**config.mk**
```make
export PLATFORM = sky130hd
export DESIGN_NAME = uart_rx_fifo_flat
export DESIGN_NICKNAME = d
export VERILOG_FILES = /design/src/rtl/uart_rx_fifo_if.sv /design/src/rtl/uart_rx_fifo.sv /design/src/flat_wrapper.sv
export SDC_FILE = /design/constraint.sdc
export NUM_CORES = 1
export LEC_CHECK = 0
export CORE_MARGIN = 4
export CORE_UTILIZATION = 25
export DETAILED_ROUTE_END_ITERATION = 10
export GPL_TIMING_DRIVEN = 0
export PLACE_DENSITY = 0.45
export REMOVE_ABC_BUFFERS = 1
export SYNTH_ARGS = -nofsm -noshare
export SYNTH_HDL_FRONTEND = slang
export SYNTH_SLANG_ARGS = --single-unit
export TNS_END_PERCENT = 20
```
**constraint.sdc**
```tcl
create_clock -name clk -period 2.48 [get_ports clk]
set_input_delay 0.248 -clock clk [delete_from_list [all_inputs] [get_ports clk]]
set_output_delay 0.248 -clock clk [all_outputs]
set_load 0.01 [all_outputs]
```
**src/rtl/uart_rx_fifo_if.sv**
```systemverilog
// CPU-side register interface of the UART receiver: the FIFO head, its occupancy and the sticky error flags.
// The master modport is the polling CPU, the slave modport is the receiver.
interface uart_rx_fifo_if #(
    parameter int DEPTH = 4
);
    localparam int CNT_W = $clog2(DEPTH) + 1;

    logic             rd_en;
    logic             clr_err;
    logic [7:0]       rd_data;
    logic             rx_valid;
    logic [CNT_W-1:0] fifo_count;
    logic             frame_err;
    logic             overrun;

    modport master (
        output rd_en,
        output clr_err,
        input  rd_data,
        input  rx_valid,
        input  fifo_count,
        input  frame_err,
        input  overrun
    );

    modport slave (
        input  rd_en,
        input  clr_err,
        output rd_data,
        output rx_valid,
        output fifo_count,
        output frame_err,
        output overrun
    );
endinterface

```
**src/rtl/uart_rx_fifo.sv**
```systemverilog
// 8N1 UART receiver: two-flop synchroniser, mid-bit sampling FSM and a first-word-fall-through receive FIFO
// with sticky framing-error and overrun flags.
module uart_rx_fifo #(
    parameter int CLKS_PER_BIT = 218,
    parameter int DEPTH        = 4
) (
    input  logic           clk,
    input  logic           resetn,
    input  logic           rxd,
    uart_rx_fifo_if.slave  bus
);
    localparam int PTR_W  = $clog2(DEPTH);
    localparam int CNT_W  = PTR_W + 1;
    localparam int TICK_W = $clog2(CLKS_PER_BIT);

    localparam logic [TICK_W-1:0] HALF_LAST = TICK_W'(CLKS_PER_BIT / 2 - 1);
    localparam logic [TICK_W-1:0] BIT_LAST  = TICK_W'(CLKS_PER_BIT - 1);
    localparam logic [CNT_W-1:0]  FULL      = CNT_W'(DEPTH);

    typedef enum logic [1:0] {
        IDLE,
        START,
        DATA,
        STOP
    } state_t;

    state_t              state;
    logic                rxd_m;
    logic                rxd_s;
    logic [TICK_W-1:0]   clk_cnt;
    logic [2:0]          bit_idx;
    logic [7:0]          shift;

    logic [7:0]          mem [DEPTH];
    logic [PTR_W-1:0]    wr_ptr;
    logic [PTR_W-1:0]    rd_ptr;
    logic [CNT_W-1:0]    count;
    logic                frame_err;
    logic                overrun;

    logic                stop_tick;
    logic                push;
    logic                pop;
    logic                full;
    logic                push_ok;

    // Synchroniser idles high so a reset never looks like a start bit.
    always_ff @(posedge clk or negedge resetn) begin
        if (!resetn) begin
            rxd_m <= 1'b1;
            rxd_s <= 1'b1;
        end else begin
            rxd_m <= rxd;
            rxd_s <= rxd_m;
        end
    end

    always_ff @(posedge clk or negedge resetn) begin
        if (!resetn) begin
            state   <= IDLE;
            clk_cnt <= '0;
            bit_idx <= '0;
            shift   <= '0;
        end else begin
            case (state)
                IDLE: begin
                    clk_cnt <= '0;
                    if (!rxd_s) begin
                        state <= START;
                    end
                end
                START: begin
                    if (clk_cnt == HALF_LAST) begin
                        clk_cnt <= '0;
                        bit_idx <= '0;
                        state   <= rxd_s ? IDLE : DATA;
                    end else begin
                        clk_cnt <= clk_cnt + 1'b1;
                    end
                end
                DATA: begin
                    if (clk_cnt == BIT_LAST) begin
                        clk_cnt <= '0;
                        shift   <= {rxd_s, shift[7:1]};
                        if (bit_idx == 3'd7) begin
                            state <= STOP;
                        end else begin
                            bit_idx <= bit_idx + 1'b1;
                        end
                    end else begin
                        clk_cnt <= clk_cnt + 1'b1;
                    end
                end
                STOP: begin
                    if (clk_cnt == BIT_LAST) begin
                        clk_cnt <= '0;
                        state   <= IDLE;
                    end else begin
                        clk_cnt <= clk_cnt + 1'b1;
                    end
                end
                default: begin
                    state   <= IDLE;
                    clk_cnt <= '0;
                end
            endcase
        end
    end

    // The stop sample writes the FIFO on the same edge, so the byte is visible the very next cycle.
    assign stop_tick = (state == STOP) && (clk_cnt == BIT_LAST);
    assign push      = stop_tick && rxd_s;
    assign full      = (count == FULL);
    assign pop       = bus.rd_en && (count != '0);
    assign push_ok   = push && (!full || pop);

    always_ff @(posedge clk) begin
        if (push_ok) begin
            mem[wr_ptr] <= shift;
        end
    end

    always_ff @(posedge clk or negedge resetn) begin
        if (!resetn) begin
            wr_ptr <= '0;
            rd_ptr <= '0;
            count  <= '0;
        end else begin
            if (push_ok) begin
                wr_ptr <= wr_ptr + 1'b1;
            end
            if (pop) begin
                rd_ptr <= rd_ptr + 1'b1;
            end
            case ({push_ok, pop})
                2'b10:   count <= count + 1'b1;
                2'b01:   count <= count - 1'b1;
                default: count <= count;
            endcase
        end
    end

    // Setting wins over a same-cycle clear so an error is never lost.
    always_ff @(posedge clk or negedge resetn) begin
        if (!resetn) begin
            frame_err <= 1'b0;
            overrun   <= 1'b0;
        end else begin
            if (stop_tick && !rxd_s) begin
                frame_err <= 1'b1;
            end else if (bus.clr_err) begin
                frame_err <= 1'b0;
            end
            if (push && full && !pop) begin
                overrun <= 1'b1;
            end else if (bus.clr_err) begin
                overrun <= 1'b0;
            end
        end
    end

    assign bus.rd_data    = (count != '0) ? mem[rd_ptr] : 8'h00;
    assign bus.rx_valid   = (count != '0);
    assign bus.fifo_count = count;
    assign bus.frame_err  = frame_err;
    assign bus.overrun    = overrun;
endmodule

```
**src/flat_wrapper.sv**
```systemverilog
// flat-port wrapper written by rule: the top's interface ports become plain ports
module uart_rx_fifo_flat 
#(
    parameter int CLKS_PER_BIT = 218,
    parameter int DEPTH        = 4
)
  (clk, resetn, rxd, bus_rd_en, bus_clr_err, bus_rd_data, bus_rx_valid, bus_fifo_count, bus_frame_err, bus_overrun);
  uart_rx_fifo_if #(.DEPTH(DEPTH)) bus_i ();
  input  logic clk;
  input  logic resetn;
  input  logic rxd;
  input wire logic [$bits(bus_i.rd_en)-1:0] bus_rd_en;
  input wire logic [$bits(bus_i.clr_err)-1:0] bus_clr_err;
  output wire logic [$bits(bus_i.rd_data)-1:0] bus_rd_data;
  output wire logic [$bits(bus_i.rx_valid)-1:0] bus_rx_valid;
  output wire logic [$bits(bus_i.fifo_count)-1:0] bus_fifo_count;
  output wire logic [$bits(bus_i.frame_err)-1:0] bus_frame_err;
  output wire logic [$bits(bus_i.overrun)-1:0] bus_overrun;
  assign bus_i.rd_en = bus_rd_en;
  assign bus_i.clr_err = bus_clr_err;
  assign bus_rd_data = bus_i.rd_data;
  assign bus_rx_valid = bus_i.rx_valid;
  assign bus_fifo_count = bus_i.fifo_count;
  assign bus_frame_err = bus_i.frame_err;
  assign bus_overrun = bus_i.overrun;
  uart_rx_fifo #(.CLKS_PER_BIT(CLKS_PER_BIT), .DEPTH(DEPTH)) u_core (.clk(clk), .resetn(resetn), .rxd(rxd), .bus(bus_i));
endmodule
```
==> summary.txt <==
Setup path
  • Data required time of the worst path: approximately 2.2 ns
  • Crit. End Element: output pin
  • Launching point of the worst reg2reg path: u_core.clk_cnt[1]
  • Startpoint kind of the worst setup timing path: flop
  • Worst R2R Setup Slack: 0.23 ns
  • Arrival time at the worst endpoint: between 2 and 2.5 ns
  • Crit-path max FO: 10
  • Worst r2r dst: u_core.bus.fifo_count[2]
  • R2R cell count: 12
  • Type of the worst setup path: flop to output pin

Timing
  • Worst-case clock skew: roughly 0.013 ns
  • Shortest period the worst path allows: approximately 2.4 ns
  • RSZ-0062 raised after global routing: false
  • Final slew viol count: 0
  • Slew @ Worst Pin: roughly 0.76 ns
  • Hold violation count in the final report: 27
  • Remaining max-slew budget at the tightest pin: 0.4923
  • Setup-failing EPs final: 0
  • Fin crit share: 0.9571
  • Smallest setup slack after layout: ~0.11 ns
  • Peak Freq: 421.3 MHz
  • Hold Slack: -0.01918 ns

Floorplanning
  • Effective utilization at floorplan: 0.2561
  • Die W: around 110 um
  • Count of standard-cell rows: 38
  • Area of the core: between 10000 and 15000 um^2
  • Die area: between 10000 and 15000 um^2
  • Top Ports: 19
  • Y dimension of the die: approximately 110 um

Final layout
  • Antenna diodes: 0
  • Area added between synthesis and finish: 21.44%
  • Layout cells sized above 1: 0.2180
  • Post-route cell area: 3387 um^2
  • Final core area utilization: 0.3111
  • Final #Nets: around 220

Worst hold path
  • Hold Path Class: input pin to async pin

Global route
  • Number of global-route vias before repair: between 1500 and 2000
  • Maximum number of pins on one net before global-route repair: 33
  • Initial antenna violation count: 0
  • Total routing resource utilization after global routing: 0.08202
  • Overflow left after global routing: 0
  • Global-route wire length before repair: about 8.1 mm

Clock network
  • Number of buffers created by CTS: 9
  • Worst-path clk slew: ~0.080 ns
  • Clock insertion delay at the later pin of the skew report: ~0.33 ns
  • Clock root cell: sky130_fd_sc_hd__clkbuf_8
  • H-tree lvl count: 3
  • Sink Count: between 60 and 70
  • TritonCTS clock tree: built
  • Buffer levels on the longest clock path: 2

Place
  • Number of port buffers: 18
  • Half-perimeter wire length after detailed placement: ~3.2 mm
  • Worst setup slack before clock tree synthesis: -0.3159 ns
  • Global placer's final weighted congestion: about 0.68
  • DP Area: approximately 3100 um^2

Power
  • Peak supply drop: 277.5 uV
  • PD cells: slightly below 800 nW/um^2
  • P_leak: between 1 and 1.5 nW
  • Total power: 2.648 mW

Logic synthesis
  • Fraction of registers with async set or reset after synthesis: 0.5000
  • Cell type contributing the most total cell area after synthesis: sky130_fd_sc_hd__edfxtp_1
  • XOR/XNOR share of the synthesized area: 0.03769
  • Post-synth EDFFs: 32
  • Synthesized instance count: roughly 180
  • Synth Area in Simple Gates: 0.1171
  • Main combinational cell family by area after synthesis: simple AND/OR/NAND/NOR gates
  • Netlist area before placement: ~2800 um^2
  • Adder and majority cell fraction of the synthesized area: 0.05204
  • Commonest cells in the synthesized netlist: 32 x sky130_fd_sc_hd__edfxtp_1, 30 x sky130_fd_sc_hd__dfrtp_1, 13 x sky130_fd_sc_hd__and2_1
  • Fraction of synthesized area in multiplexers: 0.1126
  • Number of warnings reported in the yosys synthesis log: 0
  • Commonest register cell after synthesis: sky130_fd_sc_hd__edfxtp_1
  • Syn avg cell area: ~15 um^2
  • Compound-gate portion of the synthesized area: 0.02333
  • Most instantiated library cell after synthesis: sky130_fd_sc_hd__edfxtp_1
  • Count of distinct cell types in the synthesized netlist: 37
  • Synth area leaders: sky130_fd_sc_hd__edfxtp_1 34%, sky130_fd_sc_hd__dfrtp_1 27%, sky130_fd_sc_hd__mux4_2 6.5%
  • Fraction of post-synthesis cell area in the top cell type by area: 0.3445
  • Register area share after synthesis: 0.6326
  • Flops & latches, synth: 64

Drt
  • Post-detailed-route wirelength per cell: about 14 um
  • Routed vias: between 1000 and 1500
  • Routed WL: between 4 and 5 mm
  • First-pass iteration count of the detailed router: 4
  • Remaining antenna violation count: 0
  • # DRC: 0
  • Starting DRC count in detailed routing: 62
  • Routed via count divided by cell count: just over 4

Job
  • Max-capacitance violation count: 0

Status
  • Violated checks: negative hold slack
  • Result of the run: finished, violations left
-- through the flow --
step | hold WS [ns] | TNS [ns] | std cells
2_1_floorplan | -0.04759 | 0 | 176
3_3_place_gp | 0.3478 | -0.3652 | 334
3_5_place_dp | 0.3487 | -0.4177 | 334
4_1_cts | 0.006528 | 0 | 350
5_1_grt | 0.03462 | 0 | 351
6_report | -0.01918 | 0 | 351
-- cells by family (layout without fill, tap and decap cells) --
group / after synthesis / count (layout)
flops: 64 / 64
simple gates: 48 / 48
mux: 20 / 20
buf+inv: 17 / 47
xor+xnor: 12 / 12
fa+ha+maj: 11 / 11
compound gates: 9 / 9
-- cells in the final DEF (no fill, tap or decap), types with 3 or more instances in the layout --
cell type | Yosys | final
sky130_fd_sc_hd__xnor2_1 | 7 | 7
sky130_fd_sc_hd__nand2_1 | 5 | 5
sky130_fd_sc_hd__mux4_2 | 8 | 8
sky130_fd_sc_hd__xor2_1 | 5 | 5
sky130_fd_sc_hd__ha_1 | 10 | 9
sky130_fd_sc_hd__dfrtp_1 | 30 | 29
sky130_fd_sc_hd__and2_1 | 13 | 13
sky130_fd_sc_hd__clkbuf_8 | 0 | 9
sky130_fd_sc_hd__nor3_1 | 3 | 3
sky130_fd_sc_hd__bufinv_16 | 0 | 3
sky130_fd_sc_hd__edfxtp_1 | 32 | 32
sky130_fd_sc_hd__clkdlybuf4s50_1 | 0 | 17
sky130_fd_sc_hd__mux2_2 | 10 | 10
sky130_fd_sc_hd__inv_1 | 12 | 12
sky130_fd_sc_hd__nand3_1 | 4 | 4
sky130_fd_sc_hd__nor2_1 | 12 | 12
-- final cells by class --
cell class / count / area, um^2
clock buffers: 9 / 123.9
fillers: 1059 / 7501
repair buffers: 19 / 182.7
flip-flops and latches: 64 / 1765
well taps: 140 / 175.2
inverters: 12 / 45.04
clock inverters: 7 / 120.1
multi-input cells: 100 / 974.7
-- critical path, stage by stage, from the launching register on --
cell and delay (ns):
sky130_fd_sc_hd__dfrtp_2 0.58, sky130_fd_sc_hd__mux4_2 0.56, sky130_fd_sc_hd__and2_1 0.17, sky130_fd_sc_hd__clkdlybuf4s50_1 0.47
-- routing by layer --
metal,track usage,vias up,part of all wire
li1,-,696,-
met1,0.1053,732,0.47
met2,0.1260,15,0.48
met3,0.02599,8,0.030
met4,0.03846,0,0.016
met5,0,-,0
-- power breakdown --
part           total [mW]  switching, mW  internal, mW
clock network        1.08          0.413         0.669
registers            1.27          0.118          1.16
logic               0.293          0.119         0.174
total                2.65          0.650          2.00
-- registers in the layout (all words and copies together) (netlist names), named ones only --
name / flops
u_core.wr_ptr: 2
u_core.bus.fifo_count: 3
u_core.state: 1
u_core.rxd_s: 1
u_core.bit_idx: 3
u_core.mem: 32
u_core.rxd_m: 1
u_core.bus.overrun: 1
u_core.bus.frame_err: 1
u_core.shift: 8
u_core.rd_ptr: 2
u_core.clk_cnt: 8
-- worst max path at each step --
stage / startpoint / endpoint / slack (ns) / depth (start not counted)
floorplan: u_core.bus.fifo_count[0] / u_core.bus.fifo_count[2] / 0.25 / 9
finish: u_core.rd_ptr[0] / bus_rd_data[3] / 0.11 / 3
global placement: bus_rd_en / u_core.bus.fifo_count[2] / -0.29 / 10
CTS: u_core.clk_cnt[1] / u_core.bus.fifo_count[2] / 0.02 / 12
global route: u_core.rd_ptr[0] / bus_rd_data[2] / 0.02 / 3
detailed placement: bus_rd_en / u_core.bus.fifo_count[2] / -0.32 / 10
-- what timing repair did --
item	in CTS	in global routing
hold buffers	0	0
pin swaps	1	0
buffers inserted	0	1
gates resized for setup	4	0
setup endpoints to repair	10	2
No activity file was read; power rests on OpenSTA's default activity.
